**src/rtl/wish_pkg.sv**
```systemverilog
// Shared definitions for the wish_pack width up-converter: tag bit indices,
// FSM state encoding and lane ordering.
package wish_pkg;

  localparam int unsigned TGC_FIRST = 0;
  localparam int unsigned TGC_LAST  = 1;

  typedef enum logic {
    ST_IDLE,
    ST_ACTIVE
  } pack_state_e;

  // Lane that beat number 'beat' of a word occupies (lane 0 = least significant).
  function automatic int unsigned lane_index(input int unsigned beat,
                                             input int unsigned num_pack,
                                             input bit          little_endian);
    return little_endian ? beat : (num_pack - 1 - beat);
  endfunction

endpackage

```
**src/rtl/wish_pack_if.sv**
```systemverilog
// Narrow source bus plus wide sink bus seen by wish_pack; the slave modport is
// the packer's view, the master modport the surrounding producer/consumer view.
interface wish_pack_if #(
  parameter int unsigned DATA_WIDTH = 8,
  parameter int unsigned NUM_PACK   = 4,
  parameter int unsigned TGC_WIDTH  = 2
);
  logic                           s_cyc_i;
  logic                           s_stb_i;
  logic [DATA_WIDTH-1:0]          s_dat_i;
  logic [TGC_WIDTH-1:0]           s_tgc_i;
  logic                           s_ack_o;
  logic                           s_stall_o;
  logic                           d_cyc_o;
  logic                           d_stb_o;
  logic [DATA_WIDTH*NUM_PACK-1:0] d_dat_o;
  logic [TGC_WIDTH-1:0]           d_tgc_o;
  logic [NUM_PACK-1:0]            d_sel_o;
  logic                           d_ack_i;

  modport slave (
    input  s_cyc_i, s_stb_i, s_dat_i, s_tgc_i, d_ack_i,
    output s_ack_o, s_stall_o, d_cyc_o, d_stb_o, d_dat_o, d_tgc_o, d_sel_o
  );

  modport master (
    output s_cyc_i, s_stb_i, s_dat_i, s_tgc_i, d_ack_i,
    input  s_ack_o, s_stall_o, d_cyc_o, d_stb_o, d_dat_o, d_tgc_o, d_sel_o
  );
endinterface

```
**src/rtl/wish_out_reg.sv**
```systemverilog
// Single-entry stb/ack holding register for a completed wide word; a load and
// a drain may happen in the same cycle without a bubble.
module wish_out_reg #(
  parameter int unsigned DAT_WIDTH = 32,
  parameter int unsigned TGC_WIDTH = 2,
  parameter int unsigned SEL_WIDTH = 4
) (
  input  logic                 clk_i,
  input  logic                 rst_i,
  input  logic                 load_i,
  input  logic [DAT_WIDTH-1:0] load_dat_i,
  input  logic [TGC_WIDTH-1:0] load_tgc_i,
  input  logic [SEL_WIDTH-1:0] load_sel_i,
  input  logic                 ack_i,
  output logic                 stb_o,
  output logic [DAT_WIDTH-1:0] dat_o,
  output logic [TGC_WIDTH-1:0] tgc_o,
  output logic [SEL_WIDTH-1:0] sel_o
);

  always_ff @(posedge clk_i) begin
    if (rst_i) begin
      stb_o <= 1'b0;
      dat_o <= '0;
      tgc_o <= '0;
      sel_o <= '0;
    end else if (load_i) begin
      stb_o <= 1'b1;
      dat_o <= load_dat_i;
      tgc_o <= load_tgc_i;
      sel_o <= load_sel_i;
    end else if (stb_o && ack_i) begin
      stb_o <= 1'b0;
    end
  end

endmodule

```
**src/rtl/wish_pack.sv**
```systemverilog
// Width up-converter: packs NUM_PACK narrow beats into one wide word, keeping
// first/last framing and flushing zero-padded partial words at packet end.
module wish_pack
  import wish_pkg::*;
#(
  parameter int unsigned DATA_WIDTH    = 8,
  parameter int unsigned NUM_PACK      = 4,
  parameter int unsigned TGC_WIDTH     = 2,
  parameter int unsigned LITTLE_ENDIAN = 0
) (
  input  logic        clk_i,
  input  logic        rst_i,
  wish_pack_if.slave  bus
);

  localparam int unsigned CNT_W  = (NUM_PACK > 1) ? $clog2(NUM_PACK) : 1;
  localparam int unsigned WIDE_W = DATA_WIDTH * NUM_PACK;
  localparam logic [CNT_W-1:0] LAST_LANE = CNT_W'(NUM_PACK - 1);
  localparam bit LE = (LITTLE_ENDIAN != 0);

  logic                 out_valid;
  logic [WIDE_W-1:0]    out_dat;
  logic [TGC_WIDTH-1:0] out_tgc;
  logic [NUM_PACK-1:0]  out_sel;

  logic [CNT_W-1:0]     lane_cnt;
  logic [CNT_W-1:0]     beat_pos;
  logic [WIDE_W-1:0]    acc_dat;
  logic [NUM_PACK-1:0]  acc_sel;
  logic [TGC_WIDTH-1:0] acc_tgc;

  logic [WIDE_W-1:0]    word_dat;
  logic [NUM_PACK-1:0]  word_sel;
  logic [TGC_WIDTH-1:0] word_tgc;

  logic beat_first;
  logic beat_last;
  logic s_xfer;
  logic word_done;
  logic drain;

  pack_state_e state, state_nxt;

  assign beat_first = bus.s_tgc_i[TGC_FIRST];
  assign beat_last  = bus.s_tgc_i[TGC_LAST];

  // Only a beat that would complete a word needs the output register free.
  assign bus.s_stall_o = out_valid & ~bus.d_ack_i & ((lane_cnt == LAST_LANE) | beat_last);
  assign bus.s_ack_o   = bus.s_cyc_i & bus.s_stb_i & ~bus.s_stall_o & ~rst_i;

  assign s_xfer    = bus.s_cyc_i & bus.s_stb_i & bus.s_ack_o;
  assign beat_pos  = beat_first ? '0 : lane_cnt;
  assign word_done = s_xfer & ((beat_pos == LAST_LANE) | beat_last);
  assign drain     = out_valid & bus.d_ack_i;

  // A first flag restarts the word: the stale partial contents are not merged.
  always_comb begin
    word_dat = beat_first ? '0 : acc_dat;
    word_sel = beat_first ? '0 : acc_sel;
    word_tgc = (beat_pos == '0) ? bus.s_tgc_i : acc_tgc;
    for (int unsigned i = 0; i < NUM_PACK; i++) begin
      if (i == lane_index(32'(beat_pos), NUM_PACK, LE)) begin
        word_dat[i*DATA_WIDTH +: DATA_WIDTH] = bus.s_dat_i;
        word_sel[i]                          = 1'b1;
      end
    end
    word_tgc[TGC_LAST] = beat_last;
  end

  always_ff @(posedge clk_i) begin
    if (rst_i) begin
      lane_cnt <= '0;
      acc_dat  <= '0;
      acc_sel  <= '0;
      acc_tgc  <= '0;
    end else if (s_xfer) begin
      if (word_done) begin
        lane_cnt <= '0;
        acc_dat  <= '0;
        acc_sel  <= '0;
        acc_tgc  <= '0;
      end else begin
        lane_cnt <= beat_pos + 1'b1;
        acc_dat  <= word_dat;
        acc_sel  <= word_sel;
        acc_tgc  <= word_tgc;
      end
    end
  end

  wish_out_reg #(
    .DAT_WIDTH (WIDE_W),
    .TGC_WIDTH (TGC_WIDTH),
    .SEL_WIDTH (NUM_PACK)
  ) u_out_reg (
    .clk_i      (clk_i),
    .rst_i      (rst_i),
    .load_i     (word_done),
    .load_dat_i (word_dat),
    .load_tgc_i (word_tgc),
    .load_sel_i (word_sel),
    .ack_i      (bus.d_ack_i),
    .stb_o      (out_valid),
    .dat_o      (out_dat),
    .tgc_o      (out_tgc),
    .sel_o      (out_sel)
  );

  assign bus.d_stb_o = out_valid;
  assign bus.d_dat_o = out_dat;
  assign bus.d_tgc_o = out_tgc;
  assign bus.d_sel_o = out_sel;

  always_ff @(posedge clk_i) begin
    if (rst_i) begin
      state <= ST_IDLE;
    end else begin
      state <= state_nxt;
    end
  end

  always_comb begin
    state_nxt   = state;
    bus.d_cyc_o = (state == ST_ACTIVE) | out_valid;
    case (state)
      ST_IDLE: begin
        if (s_xfer) begin
          state_nxt = ST_ACTIVE;
        end
      end
      ST_ACTIVE: begin
        if (drain && out_tgc[TGC_LAST] && !s_xfer) begin
          state_nxt = ST_IDLE;
        end
      end
      default: state_nxt = ST_IDLE;
    endcase
  end

endmodule
```
**src/flat_wrapper.sv**
```systemverilog
// flat-port wrapper written by rule: the top's interface ports become plain ports
module wish_pack_flat import wish_pkg::*;
#(
  parameter int unsigned DATA_WIDTH    = 8,
  parameter int unsigned NUM_PACK      = 4,
  parameter int unsigned TGC_WIDTH     = 2,
  parameter int unsigned LITTLE_ENDIAN = 0
)
  (clk_i, rst_i, bus_s_cyc_i, bus_s_stb_i, bus_s_dat_i, bus_s_tgc_i, bus_d_ack_i, bus_s_ack_o, bus_s_stall_o, bus_d_cyc_o, bus_d_stb_o, bus_d_dat_o, bus_d_tgc_o, bus_d_sel_o);
  wish_pack_if #(.DATA_WIDTH(DATA_WIDTH), .NUM_PACK(NUM_PACK), .TGC_WIDTH(TGC_WIDTH)) bus_i ();
  input  logic clk_i;
  input  logic rst_i;
  input wire logic [$bits(bus_i.s_cyc_i)-1:0] bus_s_cyc_i;
  input wire logic [$bits(bus_i.s_stb_i)-1:0] bus_s_stb_i;
  input wire logic [$bits(bus_i.s_dat_i)-1:0] bus_s_dat_i;
  input wire logic [$bits(bus_i.s_tgc_i)-1:0] bus_s_tgc_i;
  input wire logic [$bits(bus_i.d_ack_i)-1:0] bus_d_ack_i;
  output wire logic [$bits(bus_i.s_ack_o)-1:0] bus_s_ack_o;
  output wire logic [$bits(bus_i.s_stall_o)-1:0] bus_s_stall_o;
  output wire logic [$bits(bus_i.d_cyc_o)-1:0] bus_d_cyc_o;
  output wire logic [$bits(bus_i.d_stb_o)-1:0] bus_d_stb_o;
  output wire logic [$bits(bus_i.d_dat_o)-1:0] bus_d_dat_o;
  output wire logic [$bits(bus_i.d_tgc_o)-1:0] bus_d_tgc_o;
  output wire logic [$bits(bus_i.d_sel_o)-1:0] bus_d_sel_o;
  assign bus_i.s_cyc_i = bus_s_cyc_i;
  assign bus_i.s_stb_i = bus_s_stb_i;
  assign bus_i.s_dat_i = bus_s_dat_i;
  assign bus_i.s_tgc_i = bus_s_tgc_i;
  assign bus_i.d_ack_i = bus_d_ack_i;
  assign bus_s_ack_o = bus_i.s_ack_o;
  assign bus_s_stall_o = bus_i.s_stall_o;
  assign bus_d_cyc_o = bus_i.d_cyc_o;
  assign bus_d_stb_o = bus_i.d_stb_o;
  assign bus_d_dat_o = bus_i.d_dat_o;
  assign bus_d_tgc_o = bus_i.d_tgc_o;
  assign bus_d_sel_o = bus_i.d_sel_o;
  wish_pack #(.DATA_WIDTH(DATA_WIDTH), .NUM_PACK(NUM_PACK), .TGC_WIDTH(TGC_WIDTH), .LITTLE_ENDIAN(LITTLE_ENDIAN)) u_core (.clk_i(clk_i), .rst_i(rst_i), .bus(bus_i));
endmodule
```
**config.mk**
```make
export PLATFORM = sky130hd
export DESIGN_NAME = wish_pack_flat
export DESIGN_NICKNAME = d
export VERILOG_FILES = /design/src/rtl/wish_pkg.sv /design/src/rtl/wish_pack_if.sv /design/src/rtl/wish_out_reg.sv /design/src/rtl/wish_pack.sv /design/src/flat_wrapper.sv
export SDC_FILE = /design/constraint.sdc
export NUM_CORES = 1
export LEC_CHECK = 0
export CORE_ASPECT_RATIO = 0.5
export CORE_MARGIN = 3
export CORE_UTILIZATION = 55
export CTS_BUF_LIST = sky130_fd_sc_hd__clkbuf_8
export DETAILED_ROUTE_END_ITERATION = 6
export GPL_ROUTABILITY_DRIVEN = 0
export PLACE_DENSITY = 0.79
export SLEW_MARGIN = 20
export SYNTH_ARGS = -nofsm -noshare
export SYNTH_HDL_FRONTEND = slang
export SYNTH_HIERARCHICAL = 1
export SYNTH_SLANG_ARGS = --single-unit
```
**constraint.sdc**
```tcl
create_clock -name clk_i -period 4.2 [get_ports clk_i]
set_input_delay 0.63 -clock clk_i [delete_from_list [all_inputs] [get_ports clk_i]]
set_output_delay 0.63 -clock clk_i [all_outputs]
set_load 0.02 [all_outputs]
```
# After elaboration in Yosys (flattened, before gate mapping)
# Cells that the tools add are included.
[totals]
regBits = 79
input_bits = 15
output_inout_bits = 42
word_cells = 59
[classes]
add_sub_neg = 2
eq_ne = 5
muxes = 21
n_bitwise = 15
reduce_logical = 7
[op_table]
columns = ["cell", "n"]
rows = [
  ["$eq 2x32->1 const A", 2],
  ["$mux 32", 2],
  ["$eq 1x32->1 const A", 1],
  ["$logic_not 32->1", 1],
  ["$mux 8", 4],
  ["$mux 1", 10],
  ["$and 1x1->1", 8],
  ["$mux 4", 2],
  ["$eq 2x2->1 const B", 2],
  ["$mux 2", 2],
  ["$not 1->1", 4],
  ["$logic_and 1x1->1", 3],
  ["$or 1x1->1", 3],
  ["$sub 2x2->3 const A", 1],
  ["$add 2x1->2 const B", 1],
  ["$logic_not 2->1", 1],
  ["$pmux 1 s2", 1],
  ["$reduce_bool 2->1", 1],
  ["$logic_not 1->1", 1],
]

# Depth between registers and ports, before layout
[logic_depth]
ltp_word = 11
mapped_depth = 14
depth_no_buf = 8

# By module
# The synthesis kept the hierarchy.
[modules_own_cells]
columns = ["mod", "instances", "cells_each", "area_each_um2", "seq_area_each_um2"]
rows = [
  ["wish_pack", 1, 287, 2486.1, 800.8],
  ["wish_out_reg", 1, 127, 1402.6, 780.7],
]

# Worst setup path after synthesis
# Ideal clock, no wire load.
[synth_path]
kind = "input-to-reg"
startpoint = "input bus_s_tgc_i[0]"
endpoint = "register u_core.u_out_reg.dat_o[20]"
setup_time_ns = 0.117
t_arrival_ns = 2.498
required_time_ns = 4.083
path_slack_ns = 1.585
stages = 14
path_buffers = 6
path_cell_list = "buf_2 inv_2 nand2_1 inv_1 ha_1 clkbuf_1 clkbuf_1 nor2_1 nor2_1 buf_6 buf_12 buf_12 mux2i_1 nor2_1"
[synth_between]
elab_chain_len = 4
word_cells_on_any_way = 8
cone_classes = "1 x add/sub; 2 x eq/ne; 3 x mux; 2 x bitwise"
[synth_lines]
columns = ["item", "line_no", "text"]
rows = [
  ["start, declared", "flat_wrapper.sv:16", "input wire logic [$bits(bus_i.s_tgc_i)-1:0] bus_s_tgc_i;"],
  ["$mux 2", "wish_pack.sv:52", "assign beat_pos = beat_first ? '0 : lane_cnt;"],
  ["$eq 2x2->1", "wish_pack.sv:53", "assign word_done = s_xfer & ((beat_pos == LAST_LANE) | beat_last);"],
  ["$or 1x1->1", "wish_pack.sv:53", ""],
  ["$and 1x1->1", "wish_pack.sv:53", ""],
  ["net u_core.word_done", "wish_pack.sv:39", "logic word_done;"],
  ["end signal, assigned", "wish_out_reg.sv:29", "dat_o <= load_dat_i;"],
  ["end, declared", "wish_out_reg.sv:16", "output logic [DAT_WIDTH-1:0] dat_o,"],
]
# The timed path passes the listed nets, and every way through them passes these cells.
# A chain may end at the register's enable or synchronous reset.

# Final worst setup path
[layout_path]
startpoint = "input bus_s_tgc_i[1]"
endpoint = "output bus_s_ack_o"
[layout_between]
elab_chain_len = 5
[layout_lines]
columns = ["item", "line_no", "text"]
rows = [
  ["$or 1x1->1", "wish_pack.sv:48", "assign bus.s_stall_o = out_valid & ~bus.d_ack_i & ((lane_cnt == LAST_LANE) | beat_last);"],
  ["$and 1x1->1", "wish_pack.sv:48", ""],
  ["$not 1->1", "wish_pack.sv:49", "assign bus.s_ack_o = bus.s_cyc_i & bus.s_stb_i & ~bus.s_stall_o & ~rst_i;"],
  ["$and 1x1->1 (2 in a row)", "wish_pack.sv:49", ""],
  ["end, declared", "flat_wrapper.sv:18", "output wire logic [$bits(bus_i.s_ack_o)-1:0] bus_s_ack_o;"],
]
# No other way between the ends.

==> summary.md <==
| Metric | Value |
|---|---|
| DIE AREA | `0.00818 mm²` |
| Antenna-violating nets left | `0` |
| Vias in the first global route | `2,980` |
| Worst Clk Skew | `0.00975 ns` |
| Max rail drop VDD | `0.186 mV` |
| Clock slew at reported path FFs | `0.07 ns` |
| Final Instance Count excl. Fillers | `551` |
| Sw power | `343 µW` |
| CTS root buf | `clkbuf_8` |
| Startpoint Class | `input pin` |
| Synth Register Bits | `79` |
| Yosys synthesis warning count | `6` |
| Post-Syn Area | `0.00389 mm²` |
| Most used flip-flop cell after synthesis | `dfxtp_1` |
| Initial antenna violation count | `0` |
| Fin. Hold Viols | `0` |
| CP max FO | `5` |
| Sequential Power Share | `0.488` |
| Post-CTS Setup Bufs | `0` |
| RSZ-0062 raised after global routing | `false` |
| Crit path largest cell delay | `0.59 ns` |
| Fmax | `355 MHz` |
| Power after layout | `1.55 mW` |
| CTS sink cnt | `79` |
| Worst EP required | `3.57 ns` |
| Status | `completed` |
| Worst Max-Slew Pin Slew | `0.775 ns` |
| Critical Path End Type | `output port` |
| Synth area leaders | `dfxtp_1 41%, mux2i_1 18%, nand2b_1 5.1%` |
| Crit-path slowest cell | `clkdlybuf4s50_1` |
| Fin. max-slew vios | `0` |
| Max Root-Sink Buffers | `2` |
| Arr. time, crit path | `2.18 ns` |
| Layout cells sized above 1 | `0.0866` |
| Setup CP Type | `input pin to output port` |
| # nets final | `476` |
| Pint | `1.21 mW` |
| Critical path cell sequence | `clkdlybuf4s50_1, a21oi_2, o211ai_4, inv_2, clkdlybuf4s50_1` |
| Top-count cell post-synth | `dfxtp_1` |
| Htree depth | `3` |
| Hpwl dp | `5630 µm` |
| Placed cell count | `534` |
| Buf+Inv Stages, Crit Path | `3` |
| Syn_nets | `433` |
| I/O Buffers | `56` |
| Total track usage | `0.221` |
| Starting DRC count in detailed routing | `145` |
| Die width | `125 µm` |
| Top cells by count, synth | `79 x dfxtp_1, 68 x mux2i_1, 41 x nor2_1` |
| Distinct cell type count after synthesis | `32` |
| Switching Fraction | `0.220` |
| Largest net degree at the start of global routing | `81` |
| Synth area leader | `dfxtp_1` |
| Cell Rows | `20` |
| Average cell area after synthesis | `9.39 µm²` |
| Slew headroom | `0.484` |
| First-pass GRT wire length | `14,300 µm` |
| Pwr/cell area | `333 mW/mm²` |
| Area share of the largest cell type after synthesis | `0.407` |
| Die Y | `65.5 µm` |
| Final core occ | `0.722` |
| Initial Util | `0.602` |
| Num CTS Buffers | `9` |
| LEAKAGE | `1.81 nW` |
| Cts repair resizes | `0` |
| Congestion Overflow GR | `0` |
| Synthesized instance count | `414` |
| EDFF count, synth | `0` |
| Worst Setup SP | `bus_s_tgc_i[1]` |
| Fin crit share | `0.670` |
| Vias per cell | `5.33` |
| FF-to-FF Start | `u_core/lane_cnt[0]` |
| DRT Wirelength | `8580 µm` |
| Count of final setup violators | `0` |
| # IOs | `57` |
| # fillers | `476` |
| Footprint of the multi-input gates | `0.00210 mm²` |
| DR vias | `2,936` |
| Drc violations | `0` |
| Clk pwr share | `0.439` |
| Layout area overhead | `19.9%` |
| Gate power share | `0.073` |
| Minimum clock period | `2.81 ns` |
| Initial DRT Pass Iterations | `4` |
| CTS tree | `built` |
| CTS hold repair buffers | `0` |
| Post-synthesis async set-or-reset flop share | `0` |
| Number of max-cap violations | `0` |
| Family with the most delay on the worst path | `buffers and inverters` |
| Register Area | `0.00158 mm²` |
| Sequential fraction of the synthesis area | `0.407` |
| Core region area | `0.00646 mm²` |
| Wire per inst | `15.6 µm` |
| Post-Place Cell Area | `0.00442 mm²` |
| Worst-Skew Late Latency | `0.36 ns` |
| Cell mode on critical path | `clkdlybuf4s50_1` |
| TNS Setup | `0 ns` |
| Hold path start | `u_core/state` |
| Final Instance Area | `0.00466 mm²` |
| Worst Hold Class | `flop to flop` |
[placed cells by master (no fill, tap or decap), types with 2 or more instances in the layout]
cell	synthesis	layout
o21ai_1	8	8
or2_2	2	2
nand2b_1	32	32
bufinv_16	0	3
mux2i_1	68	68
clkbuf_8	0	10
clkinvlp_4	0	2
and2_1	24	24
nor2_1	41	40
clkdlybuf4s50_1	0	55
inv_1	3	4
inv_2	2	2
ha_1	4	4
nand2_1	20	20
dfxtp_1	79	79
nor2b_1	4	4
buf_4	2	4
nor3b_1	24	24
nor3b_2	9	9
a21oi_1	2	2
or2_1	26	26
o21ai_0	27	27
[layout make-up]
cell class	count	share of cell area
Clock inverter	6	0.0233
Timing Repair Buffer	61	0.130
Tap cell	88	0.0236
Antenna cell	1	0.000536
Inverter	5	0.00402
Clock buffer	10	0.0295
Sequential cell	79	0.339
Multi-Input combinational cell	301	0.450
[per-layer routing]
layer,vias to the layer above,part of all wire,GRT usage
met5,-,0,0
met4,0,0.0084,0.0689
met3,8,0.045,0.0714
met2,59,0.47,0.371
met1,1403,0.48,0.276
li1,1466,-,-
[power groups by stage]
| stage | sequential [mW] | clock [mW] | combinational, mW |
|---|---|---|---|
| floorplan | 0.778 | 0 | 0.0711 |
| global placement | 0.775 | 0 | 0.111 |
| detailed placement | 0.775 | 0 | 0.113 |
| CTS | 0.757 | 0.696 | 0.113 |
| global route | 0.758 | 0.727 | 0.121 |
| finish | 0.757 | 0.682 | 0.114 |
[logic make-up (layout without fill, tap and decap cells)]
group / Yosys count / count (layout) / synth area share
buf+inv: 34 / 82 / 0.0553
simple gates: 187 / 187 / 0.287
other cells: 0 / 1 / 0
compound gates: 41 / 41 / 0.0602
flops: 79 / 79 / 0.407
fa+ha+maj: 4 / 4 / 0.0129
mux: 69 / 69 / 0.178
[sequential cells by signal, indices dropped and copies added (netlist names)]
register                count
u_core/u_out_reg/stb_o      1
u_core/u_out_reg/sel_o      4
u_core/acc_sel              4
u_core/acc_dat             32
u_core/u_out_reg/dat_o     32
u_core/u_out_reg/tgc_o      2
u_core/lane_cnt             2
u_core/state                1
u_core/acc_tgc              1
[worst reg2reg max path: stages (launching register included)]
cell and delay, ns:
dfxtp_1 0.38, nor2b_1 0.25, ha_1 0.58, nor2_1 0.15, nor2_4 0.13, buf_12 0.28
mux2i_1 0.24, nor2_1 0.07
[metrics by stage]
| step | setup slack, ns | hold slack [ns] |
|---|---|---|
| CTS | 1.38 | 0.459 |
| global route | 1.29 | 0.492 |
| global placement | 1.28 | 0.439 |
| floorplan | 1.59 | 0.431 |
| detailed placement | 1.12 | 0.450 |
| finish | 1.39 | 0.454 |
[path summary, 6_finish.rpt]
kind,end,slack (ns),cells after the start
worst max-delay path,bus_s_ack_o,1.39,5
worst min-delay path,u_core/state,0.45,2
worst max register to register,u_core/u_out_reg/sel_o[3],1.96,7
worst min register to register,u_core/state,0.45,2
Note: power is estimated with default switching activity, not from simulation.
